<file path="src/rtl/pea_pkg.sv">
// Shared PE-array types and constants: operand source select, collector FSM
// states and default sizing for the operand collector.
package pea_pkg;

    localparam int N_BITS         = 32;
    localparam int OPC_FIFO_DEPTH = 2;

    // Encoding 3 is unused and decodes as zero.
    typedef enum logic [1:0] {
        OP_SRC_STREAM = 2'd0,
        OP_SRC_CONST  = 2'd1,
        OP_SRC_ZERO   = 2'd2
    } op_src_t;

    typedef enum logic {
        OPC_IDLE = 1'b0,
        OPC_BUSY = 1'b1
    } opc_state_t;

    function automatic logic is_stream(input op_src_t sel);
        return sel == OP_SRC_STREAM;
    endfunction

endpackage

</file>
<file path="src/rtl/pe_operand_collector_if.sv">
// Operand-collector bundle: A/B streams, operand select/config, FU loop-back
// and issue outputs. Signal suffixes are from the collector's point of view.
interface pe_operand_collector_if
    import pea_pkg::*;
#(
    parameter int N_BITS = pea_pkg::N_BITS
);
    logic              clear_i;
    op_src_t           a_sel_i;
    op_src_t           b_sel_i;
    logic [N_BITS-1:0] const_i;
    logic [N_BITS-1:0] a_i;
    logic [N_BITS-1:0] b_i;
    logic              a_valid_i;
    logic              b_valid_i;
    logic              a_ready_o;
    logic              b_ready_o;
    logic              acc_loopback_i;
    logic [N_BITS-1:0] fu_res_i;
    logic              long_op_i;
    logic              fu_valid_i;
    logic [N_BITS-1:0] a_o;
    logic [N_BITS-1:0] b_o;
    logic              ops_valid_o;
    logic              inflight_o;

    modport slave (
        input  clear_i, a_sel_i, b_sel_i, const_i, a_i, b_i, a_valid_i, b_valid_i,
               acc_loopback_i, fu_res_i, long_op_i, fu_valid_i,
        output a_ready_o, b_ready_o, a_o, b_o, ops_valid_o, inflight_o
    );

    modport master (
        output clear_i, a_sel_i, b_sel_i, const_i, a_i, b_i, a_valid_i, b_valid_i,
               acc_loopback_i, fu_res_i, long_op_i, fu_valid_i,
        input  a_ready_o, b_ready_o, a_o, b_o, ops_valid_o, inflight_o
    );

endinterface

</file>
<file path="src/rtl/opc_fifo.sv">
// Small operand buffer: registered storage, combinational head, ready derived
// from count only so there is no valid-to-ready path.
module opc_fifo #(
    parameter int N_BITS = 32,
    parameter int DEPTH  = 2
) (
    input  logic                       clk_i,
    input  logic                       rst_n_i,
    input  logic                       clear_i,
    input  logic                       push_i,
    input  logic [N_BITS-1:0]          data_i,
    input  logic                       pop_i,
    output logic [N_BITS-1:0]          head_o,
    output logic [$clog2(DEPTH):0]     count_o,
    output logic                       full_o
);
    localparam int PW = $clog2(DEPTH);
    localparam int CW = PW + 1;

    logic [N_BITS-1:0] mem_q [DEPTH];
    logic [PW-1:0]     wr_ptr_q;
    logic [PW-1:0]     rd_ptr_q;
    logic [CW-1:0]     count_q;
    logic              do_push;
    logic              do_pop;

    assign full_o  = (count_q == CW'(DEPTH));
    assign do_push = push_i && !full_o && !clear_i;
    assign do_pop  = pop_i && (count_q != '0) && !clear_i;
    assign head_o  = mem_q[rd_ptr_q];
    assign count_o = count_q;

    // DEPTH is a power of two, so pointer overflow is the modulo wrap.
    always_ff @(posedge clk_i or negedge rst_n_i) begin
        if (!rst_n_i) begin
            wr_ptr_q <= '0;
            rd_ptr_q <= '0;
            count_q  <= '0;
        end else if (clear_i) begin
            wr_ptr_q <= '0;
            rd_ptr_q <= '0;
            count_q  <= '0;
        end else begin
            if (do_push) wr_ptr_q <= wr_ptr_q + 1'b1;
            if (do_pop)  rd_ptr_q <= rd_ptr_q + 1'b1;
            case ({do_push, do_pop})
                2'b10:   count_q <= count_q + 1'b1;
                2'b01:   count_q <= count_q - 1'b1;
                default: count_q <= count_q;
            endcase
        end
    end

    always_ff @(posedge clk_i) begin
        if (do_push) mem_q[wr_ptr_q] <= data_i;
    end

endmodule

</file>
<file path="src/rtl/pe_operand_collector.sv">
// Collects an A/B operand pair for the FU, with constant/zero selection,
// accumulator loop-back on A and a busy flag that holds issue during long ops.
module pe_operand_collector
    import pea_pkg::*;
#(
    parameter int N_BITS     = pea_pkg::N_BITS,
    parameter int FIFO_DEPTH = OPC_FIFO_DEPTH
) (
    input  logic                    clk_i,
    input  logic                    rst_n_i,
    pe_operand_collector_if.slave   bus
);
    localparam int CW = $clog2(FIFO_DEPTH) + 1;

    logic [N_BITS-1:0] din    [2];
    logic [N_BITS-1:0] head   [2];
    logic [N_BITS-1:0] opnd   [2];
    logic [CW-1:0]     cnt    [2];
    op_src_t           sel    [2];
    logic [1:0]        push_req;
    logic [1:0]        pop;
    logic [1:0]        full;
    logic [1:0]        avail;
    logic              issue;
    opc_state_t        state_q;
    logic [N_BITS-1:0] acc_q;

    assign din[0]   = bus.a_i;
    assign din[1]   = bus.b_i;
    assign sel[0]   = bus.a_sel_i;
    assign sel[1]   = bus.b_sel_i;
    assign push_req = {bus.b_valid_i, bus.a_valid_i};

    genvar gi;
    generate
        for (gi = 0; gi < 2; gi++) begin : g_operand
            opc_fifo #(
                .N_BITS (N_BITS),
                .DEPTH  (FIFO_DEPTH)
            ) u_fifo (
                .clk_i   (clk_i),
                .rst_n_i (rst_n_i),
                .clear_i (bus.clear_i),
                .push_i  (push_req[gi]),
                .data_i  (din[gi]),
                .pop_i   (pop[gi]),
                .head_o  (head[gi]),
                .count_o (cnt[gi]),
                .full_o  (full[gi])
            );

            // An empty stream presents zero rather than stale storage.
            assign opnd[gi]  = is_stream(sel[gi]) ? ((cnt[gi] != '0) ? head[gi] : '0)
                             : (sel[gi] == OP_SRC_CONST) ? bus.const_i : '0;
            assign avail[gi] = !is_stream(sel[gi]) || (cnt[gi] != '0);
        end
    endgenerate

    assign issue = (avail[0] || bus.acc_loopback_i) && avail[1]
                   && (state_q == OPC_IDLE) && !bus.clear_i;

    // Loop-back replaces A entirely, so its buffer is left untouched.
    assign pop[0] = issue && is_stream(sel[0]) && !bus.acc_loopback_i;
    assign pop[1] = issue && is_stream(sel[1]);

    assign bus.a_o         = bus.acc_loopback_i ? acc_q : opnd[0];
    assign bus.b_o         = opnd[1];
    assign bus.a_ready_o   = !full[0];
    assign bus.b_ready_o   = !full[1];
    assign bus.ops_valid_o = issue;
    assign bus.inflight_o  = (state_q == OPC_BUSY);

    always_ff @(posedge clk_i or negedge rst_n_i) begin
        if (!rst_n_i) begin
            state_q <= OPC_IDLE;
            acc_q   <= '0;
        end else if (bus.clear_i) begin
            state_q <= OPC_IDLE;
            acc_q   <= '0;
        end else begin
            if (issue) acc_q <= bus.fu_res_i;
            case (state_q)
                OPC_IDLE: if (issue && bus.long_op_i) state_q <= OPC_BUSY;
                OPC_BUSY: if (bus.fu_valid_i)         state_q <= OPC_IDLE;
            endcase
        end
    end

endmodule

</file>
<file path="src/flat_wrapper.sv">
// flat-port wrapper written by rule: the top's interface ports become plain ports
module pe_operand_collector_flat import pea_pkg::*;
#(
    parameter int N_BITS     = pea_pkg::N_BITS,
    parameter int FIFO_DEPTH = OPC_FIFO_DEPTH
)
  (clk_i, rst_n_i, bus_clear_i, bus_a_sel_i, bus_b_sel_i, bus_const_i, bus_a_i, bus_b_i, bus_a_valid_i, bus_b_valid_i, bus_acc_loopback_i, bus_fu_res_i, bus_long_op_i, bus_fu_valid_i, bus_a_ready_o, bus_b_ready_o, bus_a_o, bus_b_o, bus_ops_valid_o, bus_inflight_o);
  pe_operand_collector_if #(.N_BITS(N_BITS)) bus_i ();
  input  logic clk_i;
  input  logic rst_n_i;
  input wire logic [$bits(bus_i.clear_i)-1:0] bus_clear_i;
  input wire logic [$bits(bus_i.a_sel_i)-1:0] bus_a_sel_i;
  input wire logic [$bits(bus_i.b_sel_i)-1:0] bus_b_sel_i;
  input wire logic [$bits(bus_i.const_i)-1:0] bus_const_i;
  input wire logic [$bits(bus_i.a_i)-1:0] bus_a_i;
  input wire logic [$bits(bus_i.b_i)-1:0] bus_b_i;
  input wire logic [$bits(bus_i.a_valid_i)-1:0] bus_a_valid_i;
  input wire logic [$bits(bus_i.b_valid_i)-1:0] bus_b_valid_i;
  input wire logic [$bits(bus_i.acc_loopback_i)-1:0] bus_acc_loopback_i;
  input wire logic [$bits(bus_i.fu_res_i)-1:0] bus_fu_res_i;
  input wire logic [$bits(bus_i.long_op_i)-1:0] bus_long_op_i;
  input wire logic [$bits(bus_i.fu_valid_i)-1:0] bus_fu_valid_i;
  output wire logic [$bits(bus_i.a_ready_o)-1:0] bus_a_ready_o;
  output wire logic [$bits(bus_i.b_ready_o)-1:0] bus_b_ready_o;
  output wire logic [$bits(bus_i.a_o)-1:0] bus_a_o;
  output wire logic [$bits(bus_i.b_o)-1:0] bus_b_o;
  output wire logic [$bits(bus_i.ops_valid_o)-1:0] bus_ops_valid_o;
  output wire logic [$bits(bus_i.inflight_o)-1:0] bus_inflight_o;
  assign bus_i.clear_i = bus_clear_i;
  assign bus_i.a_sel_i = bus_a_sel_i;
  assign bus_i.b_sel_i = bus_b_sel_i;
  assign bus_i.const_i = bus_const_i;
  assign bus_i.a_i = bus_a_i;
  assign bus_i.b_i = bus_b_i;
  assign bus_i.a_valid_i = bus_a_valid_i;
  assign bus_i.b_valid_i = bus_b_valid_i;
  assign bus_i.acc_loopback_i = bus_acc_loopback_i;
  assign bus_i.fu_res_i = bus_fu_res_i;
  assign bus_i.long_op_i = bus_long_op_i;
  assign bus_i.fu_valid_i = bus_fu_valid_i;
  assign bus_a_ready_o = bus_i.a_ready_o;
  assign bus_b_ready_o = bus_i.b_ready_o;
  assign bus_a_o = bus_i.a_o;
  assign bus_b_o = bus_i.b_o;
  assign bus_ops_valid_o = bus_i.ops_valid_o;
  assign bus_inflight_o = bus_i.inflight_o;
  pe_operand_collector #(.N_BITS(N_BITS), .FIFO_DEPTH(FIFO_DEPTH)) u_core (.clk_i(clk_i), .rst_n_i(rst_n_i), .bus(bus_i));
endmodule
</file>
<file path="config.mk">
export PLATFORM = sky130hd
export DESIGN_NAME = pe_operand_collector_flat
export DESIGN_NICKNAME = d
export VERILOG_FILES = /design/src/rtl/pea_pkg.sv /design/src/rtl/pe_operand_collector_if.sv /design/src/rtl/opc_fifo.sv /design/src/rtl/pe_operand_collector.sv /design/src/flat_wrapper.sv
export SDC_FILE = /design/constraint.sdc
export NUM_CORES = 1
export LEC_CHECK = 0
export BUFFER_PORTS_ARGS = -buffer_cell sky130_fd_sc_hd__buf_2
export CORE_ASPECT_RATIO = 0.7
export CORE_UTILIZATION = 55
export CTS_BUF_LIST = sky130_fd_sc_hd__clkbuf_4
export DETAILED_ROUTE_END_ITERATION = 8
export GPL_ROUTABILITY_DRIVEN = 0
export GPL_TIMING_DRIVEN = 1
export PLACE_DENSITY = 0.81
export SLEW_MARGIN = 0
export SYNTH_ARGS = -nofsm -noshare
export SYNTH_HDL_FRONTEND = slang
export SYNTH_HIERARCHICAL = 1
export SYNTH_SLANG_ARGS = --single-unit
</file>
<file path="constraint.sdc">
create_clock -name clk_i -period 4.85 [get_ports clk_i]
set_input_delay 0.2425 -clock clk_i [delete_from_list [all_inputs] [get_ports clk_i]]
set_output_delay 0.2425 -clock clk_i [all_outputs]
set_load 0.01 [all_outputs]
</file>
==> flow_results.xml, run 1 <==
<?xml version="1.0" encoding="UTF-8"?>
<metrics>
  <group name="placed_design">
    <metric name="port-buffer-count" unit="">207</metric>
    <metric name="detailed_place_hpwl" unit="mm">13.8</metric>
    <metric name="placed_instances" unit="">921</metric>
  </group>
  <group name="clock_network">
    <metric name="clk_root_buffer_cell" unit="">sky130_fd_sc_hd__clkbuf_4</metric>
    <metric name="cts.sink_count" unit="">169</metric>
    <metric name="post_cts_hold_buffer_count" unit="">98</metric>
    <metric name="clock_latency" unit="ns">0.54</metric>
    <metric name="clock_path_buffers" unit="">2</metric>
    <metric name="cts_tree" unit="">yes</metric>
    <metric name="cts_htree_levels" unit="">4</metric>
    <metric name="cts_resized" unit="">0</metric>
    <metric name="clock_transition_at_the_registers_of_the_reported_paths" unit="ns">0.14</metric>
    <metric name="postCtsSetupBuffers" unit="">0</metric>
    <metric name="cts-buffers-inserted" unit="">17</metric>
  </group>
  <group name="yosys">
    <metric name="largest_family_of_logic_cells_by_synthesized_area" unit="">multiplexers</metric>
    <metric name="synth_cells" unit="">559</metric>
    <metric name="synth.net_count" unit="">699</metric>
    <metric name="synthesis.area" unit="µm²">7730</metric>
    <metric name="yosys_register_bits" unit="">169</metric>
    <metric name="syn-mean-instance-area" unit="µm²">13.8</metric>
    <metric name="synth.lib_cells_used.distinct" unit="">32</metric>
    <metric name="multiplexer_area_fraction_after_synthesis" unit="%">13.7</metric>
    <metric name="synth-seq-area-share" unit="%">63.0</metric>
    <metric name="total_of_warnings_raised_by_yosys" unit="">6</metric>
    <metric name="xor_and_xnor_area_share_after_synthesis" unit="%">0.227</metric>
    <metric name="synth_compound_gate_area_share" unit="%">10.9</metric>
    <metric name="synth-simple-area-share" unit="%">9.25</metric>
    <metric name="synth-adder-area-share" unit="%">0</metric>
  </group>
  <group name="finish">
    <metric name="final-seq-area" unit="µm²">4870</metric>
    <metric name="post_layout_nets" unit="">993</metric>
    <metric name="multiInputGateArea" unit="µm²">2670</metric>
    <metric name="filler_cell_count" unit="">885</metric>
    <metric name="n_antenna_cell" unit="">0</metric>
    <metric name="final_core_util" unit="%">75.6</metric>
    <metric name="final_layout_size_suffix_gt1_share" unit="%">38.1</metric>
    <metric name="stdcell_count" unit="">1051</metric>
    <metric name="area_growth_syn_to_layout" unit="%">31.5</metric>
    <metric name="layout.cells.most_common_list" unit="">sky130_fd_sc_hd__buf_2 (207), sky130_fd_sc_hd__edfxtp_1 (128), sky130_fd_sc_hd__dlygate4sd3_1 (98)</metric>
    <metric name="layout_commonest_cell" unit="">sky130_fd_sc_hd__buf_2</metric>
  </group>
  <group name="critical_path">
    <metric name="worstReg2RegStart" unit="">u_core/g_operand[1].u_fifo/count_o[1]</metric>
    <metric name="worst_r2r_endpoint" unit="">u_core/g_operand[1].u_fifo/count_o[0]</metric>
    <metric name="crit_path_max_fanout" unit="">18</metric>
    <metric name="critPathSlowestCell" unit="">sky130_fd_sc_hd__a221oi_4</metric>
    <metric name="startpoint_type" unit="">flip-flop</metric>
    <metric name="cp_slowest_stage_delay" unit="ns">1.03</metric>
    <metric name="worstPathCellList" unit="">nor2_1 &gt; a221oi_4 &gt; nor2b_1 &gt; buf_2</metric>
    <metric name="end_kind" unit="">primary output</metric>
    <metric name="ff2ff_setup_slack" unit="ns">2.28</metric>
    <metric name="cp.required" unit="ns">4.61</metric>
    <metric name="cp_top_family" unit="">compound AO/OA/AOI/OAI gates</metric>
    <metric name="cp.arrival" unit="ns">2.54</metric>
    <metric name="kind_of_critical_path" unit="">flip-flop to primary output</metric>
    <metric name="timing.critical_path.buf_inv" unit="">1</metric>
    <metric name="worst_reg_to_reg_path_cell_count" unit="">6</metric>
  </group>
  <group name="routing">
    <metric name="detail-route-antenna-nets" unit="">0</metric>
    <metric name="post_drt_via_cell_ratio" unit="">5.59</metric>
    <metric name="drc_errors" unit="">0</metric>
    <metric name="wl" unit="mm">20.7</metric>
    <metric name="post_drt_wl_per_cell" unit="µm">19.7</metric>
    <metric name="drt-pass1-iter-count" unit="">5</metric>
    <metric name="num_vias" unit="">5878</metric>
    <metric name="drtIter0Drc" unit="">470</metric>
  </group>
  <group name="die">
    <metric name="floorplan.die_area" unit="µm²">14500</metric>
    <metric name="die-width" unit="µm">144</metric>
    <metric name="core_box_area" unit="µm²">13400</metric>
    <metric name="design.portCount" unit="">208</metric>
    <metric name="num_rows" unit="">35</metric>
    <metric name="floorplan.initialDensity" unit="%">57.5</metric>
    <metric name="die-height" unit="µm">101</metric>
  </group>
  <group name="timing">
    <metric name="timing_max_transition_violations_final" unit="">0</metric>
    <metric name="max_clock_freq" unit="MHz">359</metric>
    <metric name="worst_hold_slack" unit="ns">0.0515</metric>
    <metric name="finalWorstPathRequiredPeriod" unit="ns">2.79</metric>
    <metric name="setup-violations-final" unit="">0</metric>
    <metric name="fin_tns_setup" unit="ns">0</metric>
    <metric name="fin_crit_sh" unit="%">57.4</metric>
    <metric name="timing.max_slew.rel_slack" unit="%">21.3</metric>
    <metric name="skew" unit="ns">0.0128</metric>
    <metric name="slew_at_the_pin_closest_to_its_max_slew_limit" unit="ns">1.18</metric>
    <metric name="unrepaired_setup_endpoints_after_global_routing" unit="">no</metric>
    <metric name="timing.final.hold_violations" unit="">0</metric>
  </group>
  <group name="flow_run">
    <metric name="cap_viol_max_count" unit="">0</metric>
  </group>
  <group name="grt">
    <metric name="grt_start_max_net_pins" unit="">82</metric>
    <metric name="overflow" unit="">0</metric>
    <metric name="first_global_vias" unit="">5990</metric>
    <metric name="grt_first_pass_wirelength" unit="mm">31.0</metric>
    <metric name="grt_util_all_layers" unit="%">29.1</metric>
    <metric name="antenna_found_initial" unit="">0</metric>
  </group>
  <group name="pwr">
    <metric name="netSwitchingPower" unit="mW">0.800</metric>
    <metric name="p_seq_share" unit="%">56.8</metric>
    <metric name="worst_ir_drop_vdd" unit="mV">0.189</metric>
    <metric name="clock_network_fraction_of_design_power" unit="%">26.3</metric>
    <metric name="power.share.combinational" unit="%">16.9</metric>
    <metric name="internal_power" unit="mW">2.14</metric>
    <metric name="power.leakage" unit="nW">4.14</metric>
    <metric name="power_per_cell_area" unit="nW/µm²">290</metric>
    <metric name="totalPowerFinal" unit="mW">2.94</metric>
    <metric name="power.switching_fraction" unit="%">27.2</metric>
  </group>
  <group name="hold_path">
    <metric name="hold_depth" unit="">3</metric>
    <metric name="holdCritPathClass" unit="">input port to flip-flop</metric>
    <metric name="hold_endpoint" unit="">u_core/bus.inflight_o</metric>
    <metric name="worstHoldStart" unit="">bus_fu_valid_i</metric>
  </group>
  <group name="run_status">
    <metric name="run_status" unit="">finished clean</metric>
  </group>
</metrics>
[worst reg2reg max path, stage by stage, from the launching register on]
cell                       delay [ns]
sky130_fd_sc_hd__dfrtp_1         0.47
sky130_fd_sc_hd__nor2_1          0.14
sky130_fd_sc_hd__a221oi_4        1.03
sky130_fd_sc_hd__and3b_1         0.41
sky130_fd_sc_hd__mux2i_1         0.12
sky130_fd_sc_hd__or2_1           0.22
sky130_fd_sc_hd__a21oi_1         0.12
[flip-flops by register name (all words and copies together), names as in the netlist]
register	flops
u_core/g_operand.u_fifo/count_o	4
u_core/acc_q	32
u_core/g_operand.u_fifo/mem_q	128
u_core/g_operand.u_fifo/wr_ptr_q	2
u_core/g_operand.u_fifo/rd_ptr_q	2
u_core/bus.inflight_o	1
[cell families after synthesis]
kind of cell              Yosys count
buffers and inverters              48
muxes                              98
and+or+nand+nor                   128
xor gates and xnor gates            2
DFF                               169
AOI/OAI and AO/OA                 114
[cells in the mapped netlist]
library cell               count  share of area [%]
sky130_fd_sc_hd__buf_8         3               0.58
sky130_fd_sc_hd__nand3b_1      2               0.19
sky130_fd_sc_hd__or2_1         2               0.16
sky130_fd_sc_hd__a21oi_1       8               0.52
sky130_fd_sc_hd__clkbuf_1     31                1.5
sky130_fd_sc_hd__edfxtp_1    128                 50
sky130_fd_sc_hd__a21o_1        2               0.19
sky130_fd_sc_hd__a31o_2        1               0.11
sky130_fd_sc_hd__dfrtp_1      41                 13
sky130_fd_sc_hd__a32oi_1      32                3.6
sky130_fd_sc_hd__mux2_2       64                9.3
sky130_fd_sc_hd__xor2_1        2               0.23
sky130_fd_sc_hd__nand2b_2      2               0.23
sky130_fd_sc_hd__nor3b_1       5               0.49
sky130_fd_sc_hd__and3b_1       2               0.23
sky130_fd_sc_hd__inv_1         4               0.19
sky130_fd_sc_hd__nor2_2        1              0.081
sky130_fd_sc_hd__a221oi_4      1               0.34
sky130_fd_sc_hd__a22o_1       32                3.6
sky130_fd_sc_hd__buf_2         8               0.52
sky130_fd_sc_hd__nor3_1        4               0.26
sky130_fd_sc_hd__nand2_1      34                1.7
sky130_fd_sc_hd__or2_2         1              0.081
sky130_fd_sc_hd__or3_1         2               0.16
sky130_fd_sc_hd__o21ai_0      36                2.3
sky130_fd_sc_hd__nand2b_1     64                5.2
sky130_fd_sc_hd__nor2b_1       2               0.16
sky130_fd_sc_hd__and2b_1       1              0.097
sky130_fd_sc_hd__mux2i_1      34                4.4
sky130_fd_sc_hd__o211ai_1      2               0.19
sky130_fd_sc_hd__inv_2         2              0.097
sky130_fd_sc_hd__nor2_1        6               0.29
[worst max-delay path by stage]
stage,from,end,cells after the start
after detailed placement,bus_acc_loopback_i,u_core/g_operand[1].u_fifo/count_o[0],8
after floorplan,u_core/g_operand[0].u_fifo/count_o[0],u_core/g_operand[0].u_fifo/mem_q[1][0],3
after CTS,u_core/g_operand[1].u_fifo/count_o[1],bus_ops_valid_o,4
final,u_core/g_operand[1].u_fifo/count_o[1],bus_ops_valid_o,4
after global placement,bus_acc_loopback_i,u_core/g_operand[0].u_fifo/count_o[0],8
after global routing,u_core/g_operand[1].u_fifo/count_o[1],bus_ops_valid_o,4
[routing by layer]
metal	wire (µm)	up-vias	share of wire [%]	GRT usage, %
li1	-	2709	-	-
met3	1510	26	7.3	6.10
met4	240	0	1.2	6.96
met5	0	-	0	0
met1	8970	2830	43	39.1
met2	9970	313	48	48.9
[area by class of cell]
cell class | count | area share (%)
repair buffers | 317 | 20.7
flip-flops and latches | 169 | 47.9
multi-input cells | 342 | 26.3
clock inverters | 13 | 1.21
clock buffers | 19 | 1.40
well taps | 185 | 2.28
inverters | 6 | 0.222
[metrics by stage]
step | worst slack, ns | area (µm²)
6_report | 2.06 | 10200
5_1_grt | 1.89 | 10200
4_1_cts | 2.05 | 10200
3_5_place_dp | 1.94 | 8920
3_3_place_gp | 2.06 | 8920
2_1_floorplan | 1.37 | 7730
[power by group through the flow]
stage / Sequential (mW) / Clock (mW) / Combinational, mW
6_report: 1.67 / 0.776 / 0.497
3_5_place_dp: 1.70 / 0 / 0.428
3_3_place_gp: 1.70 / 0 / 0.416
2_1_floorplan: 1.69 / 0 / 0.252
4_1_cts: 1.67 / 0.779 / 0.491
5_1_grt: 1.68 / 0.845 / 0.533
No activity file was read; power rests on OpenSTA's default activity.
==> inputs of run 2 (changes only) <==
CORE_UTILIZATION = 49   (was 55)
PLACE_DENSITY = 0.76   (was 0.81)
clock period = 2.2 ns   (was 4.85 ns; I/O delays follow)
==> flow_results.xml, run 2 (synthesis results as in run 1) <==
<?xml version="1.0" encoding="UTF-8"?>
<metrics>
  <group name="placed_design">
    <metric name="placed_instances" unit="">944</metric>
    <metric name="post_dp_cell_area" unit="µm²">9060</metric>
    <metric name="detailed_place_hpwl" unit="mm">14.1</metric>
    <metric name="detailedPlace.worstSlack" unit="ns">0.219</metric>
    <metric name="port-buffer-count" unit="">207</metric>
  </group>
  <group name="critical_path">
    <metric name="cp_top_family" unit="">flip-flops</metric>
    <metric name="crit_path_max_fanout" unit="">14</metric>
    <metric name="cp_slowest_stage_delay" unit="ns">0.47</metric>
    <metric name="timing.critical_path.buf_inv" unit="">2</metric>
    <metric name="worstReg2RegStart" unit="">u_core/g_operand[0].u_fifo/count_o[1]</metric>
    <metric name="kind_of_critical_path" unit="">flip-flop to primary output</metric>
    <metric name="critPathSlowestCell" unit="">sky130_fd_sc_hd__dfrtp_2</metric>
    <metric name="cp.required" unit="ns">2.09</metric>
    <metric name="timing.critical_path.from" unit="">u_core/g_operand[0].u_fifo/rd_ptr_q</metric>
    <metric name="end_kind" unit="">primary output</metric>
    <metric name="cp.arrival" unit="ns">2.04</metric>
    <metric name="startpoint_type" unit="">flip-flop</metric>
    <metric name="worstPathCellList" unit="">buf_12 &gt; mux2_2 &gt; a32oi_2 &gt; o21ai_0 &gt; buf_2</metric>
  </group>
  <group name="grt">
    <metric name="global_route_met1_usage" unit="%">36.4</metric>
    <metric name="antenna_found_initial" unit="">0</metric>
    <metric name="busiest_layer" unit="">met2</metric>
    <metric name="grt_start_max_net_pins" unit="">65</metric>
    <metric name="overflow" unit="">0</metric>
    <metric name="grt_first_pass_wirelength" unit="mm">33.8</metric>
    <metric name="grt_util_all_layers" unit="%">27.8</metric>
    <metric name="first_global_vias" unit="">6285</metric>
    <metric name="use_met3" unit="%">6.71</metric>
    <metric name="met2_demand_to_capacity_share_in_global_routing" unit="%">45.3</metric>
  </group>
  <group name="pwr">
    <metric name="totalPowerFinal" unit="mW">6.68</metric>
    <metric name="worst_ir_drop_vdd" unit="mV">0.621</metric>
    <metric name="p_seq_share" unit="%">55.2</metric>
    <metric name="internal_power" unit="mW">4.94</metric>
    <metric name="power.switching_fraction" unit="%">26.0</metric>
    <metric name="clock_network_fraction_of_design_power" unit="%">26.0</metric>
    <metric name="power_per_cell_area" unit="nW/µm²">630</metric>
    <metric name="netSwitchingPower" unit="mW">1.74</metric>
    <metric name="power.share.combinational" unit="%">18.8</metric>
    <metric name="power.leakage" unit="nW">4.37</metric>
  </group>
  <group name="finish">
    <metric name="layout_commonest_cell" unit="">sky130_fd_sc_hd__buf_2</metric>
    <metric name="n_antenna_cell" unit="">0</metric>
    <metric name="fin_area" unit="µm²">10600</metric>
    <metric name="layout.cells.most_common_list" unit="">sky130_fd_sc_hd__buf_2 (207), sky130_fd_sc_hd__edfxtp_1 (128), sky130_fd_sc_hd__dlygate4sd3_1 (101)</metric>
    <metric name="post_layout_nets" unit="">1022</metric>
    <metric name="stdcell_count" unit="">1095</metric>
    <metric name="number_of_flip_flops_in_the_largest_register" unit="">128</metric>
    <metric name="final_layout_size_suffix_gt1_share" unit="%">40.9</metric>
    <metric name="regMostFlops" unit="">u_core/g_operand.u_fifo/mem_q</metric>
    <metric name="final_core_util" unit="%">68.7</metric>
    <metric name="area_growth_syn_to_layout" unit="%">37.2</metric>
  </group>
  <group name="routing">
    <metric name="drtIter0Drc" unit="">581</metric>
    <metric name="detail-route-antenna-nets" unit="">0</metric>
    <metric name="drt-pass1-iter-count" unit="">8</metric>
    <metric name="post_drt_wl_per_cell" unit="µm">20.3</metric>
    <metric name="num_vias" unit="">6053</metric>
    <metric name="wl" unit="mm">22.2</metric>
    <metric name="drc_errors" unit="">12</metric>
    <metric name="post_drt_via_cell_ratio" unit="">5.53</metric>
  </group>
  <group name="timing">
    <metric name="timing.final.hold_violations" unit="">0</metric>
    <metric name="unrepaired_setup_endpoints_after_global_routing" unit="">yes</metric>
    <metric name="worst_hold_slack" unit="ns">0.0804</metric>
    <metric name="finalWorstPathRequiredPeriod" unit="ns">2.15</metric>
    <metric name="final.setup.worst_slack" unit="ns">0.0456</metric>
    <metric name="timing_max_transition_violations_final" unit="">0</metric>
    <metric name="setup-violations-final" unit="">0</metric>
    <metric name="max_clock_freq" unit="MHz">464</metric>
    <metric name="timing.max_slew.rel_slack" unit="%">28.7</metric>
    <metric name="fin_tns_setup" unit="ns">0</metric>
    <metric name="skew" unit="ns">0.0273</metric>
    <metric name="slew_at_the_pin_closest_to_its_max_slew_limit" unit="ns">1.07</metric>
    <metric name="fin_crit_sh" unit="%">97.9</metric>
  </group>
  <group name="die">
    <metric name="floorplan.initialDensity" unit="%">50.0</metric>
    <metric name="design.portCount" unit="">208</metric>
    <metric name="floorplan.die_area" unit="µm²">16300</metric>
    <metric name="num_rows" unit="">38</metric>
    <metric name="die-height" unit="µm">107</metric>
    <metric name="die-width" unit="µm">152</metric>
    <metric name="core_box_area" unit="µm²">15500</metric>
  </group>
  <group name="run_status">
    <metric name="run_status" unit="">finished, violations left</metric>
    <metric name="failing_checks" unit="">design-rule violations</metric>
  </group>
  <group name="clock_network">
    <metric name="cts_htree_levels" unit="">4</metric>
    <metric name="clk_root_buffer_cell" unit="">sky130_fd_sc_hd__clkbuf_4</metric>
    <metric name="cts_tree" unit="">yes</metric>
    <metric name="cts.sink_count" unit="">169</metric>
    <metric name="clock_transition_at_the_registers_of_the_reported_paths" unit="ns">0.13</metric>
    <metric name="cts-buffers-inserted" unit="">17</metric>
    <metric name="clock_path_buffers" unit="">2</metric>
    <metric name="clock_latency" unit="ns">0.57</metric>
  </group>
  <group name="flow_run">
    <metric name="cap_viol_max_count" unit="">0</metric>
  </group>
  <group name="hold_path">
    <metric name="worstHoldStart" unit="">bus_clear_i</metric>
    <metric name="holdCritPathClass" unit="">input port to flip-flop</metric>
  </group>
</metrics>
[run 2: cell types whose count changed in the layout (fill, tap and decap cells not counted), moves of 5 or more]
cell,delta
sky130_fd_sc_hd__buf_12,+5
sky130_fd_sc_hd__o21ai_1,+6
sky130_fd_sc_hd__buf_4,+17
sky130_fd_sc_hd__clkinv_2,+6
sky130_fd_sc_hd__o21ai_0,-7
[run 2: worst register-to-register path: stages, from the launching register on]
cell,delay [ns]
sky130_fd_sc_hd__dfrtp_2,0.47
sky130_fd_sc_hd__nor2_1,0.12
sky130_fd_sc_hd__a221oi_4,0.34
sky130_fd_sc_hd__buf_4,0.17
sky130_fd_sc_hd__buf_4,0.13
sky130_fd_sc_hd__and3b_1,0.29
sky130_fd_sc_hd__mux2i_1,0.11
sky130_fd_sc_hd__or2_1,0.21
sky130_fd_sc_hd__a21oi_1,0.15
[run 2: repair_timing]
| action | in CTS | in global routing |
|---|---|---|
| pin swaps | 3 | 1 |
| hold endpoints to repair | 208 | 0 |
| gates cloned | 2 | 1 |
| hold buffers | 101 | 0 |
| setup buffers | 6 | 9 |
| endpoints found under the setup margin | 64 | 51 |
| resized for setup | 17 | 13 |
[run 2: path summary, 6_finish.rpt]
kind | end | slack (ns) | depth (start not counted)
worst max-delay path | bus_a_o[27] | 0.05 | 5
worst min-delay path | u_core/g_operand[0].u_fifo/rd_ptr_q | 0.08 | 2
worst max register to register | u_core/g_operand[0].u_fifo/count_o[0] | 0.13 | 8
worst min register to register | u_core/acc_q[31] | 0.55 | 2
max in group asynchronous | u_core/g_operand[1].u_fifo/rd_ptr_q | 1.15 | 2
min in group asynchronous | u_core/acc_q[17] | 0.30 | 2
[run 2: power by group through the flow]
stage / combinational, mW / sequential (mW) / clock [mW]
after global placement: 0.946 / 3.74 / 0
after floorplan: 0.563 / 3.73 / 0
final: 1.25 / 3.69 / 1.74
after CTS: 1.19 / 3.68 / 1.76
after detailed placement: 0.972 / 3.75 / 0
after global routing: 1.34 / 3.71 / 1.88
[run 2: area by class of cell]
type / instances / area, µm²
tap: 200 / 250
clock inverter: 11 / 109
inverter: 6 / 22.5
timing repair buffer: 345 / 2430
fill: 1113 / 4840
clock buffer: 21 / 158
multi-input combinational: 343 / 2760
sequential: 169 / 4880
[run 2: metal layers]
layer  vias up  part of all wire (%)
li1       2764                     -
met1      2911                    42
met2       336                    47
met3        42                   9.0
met4         0                   2.1
met5         -                     0
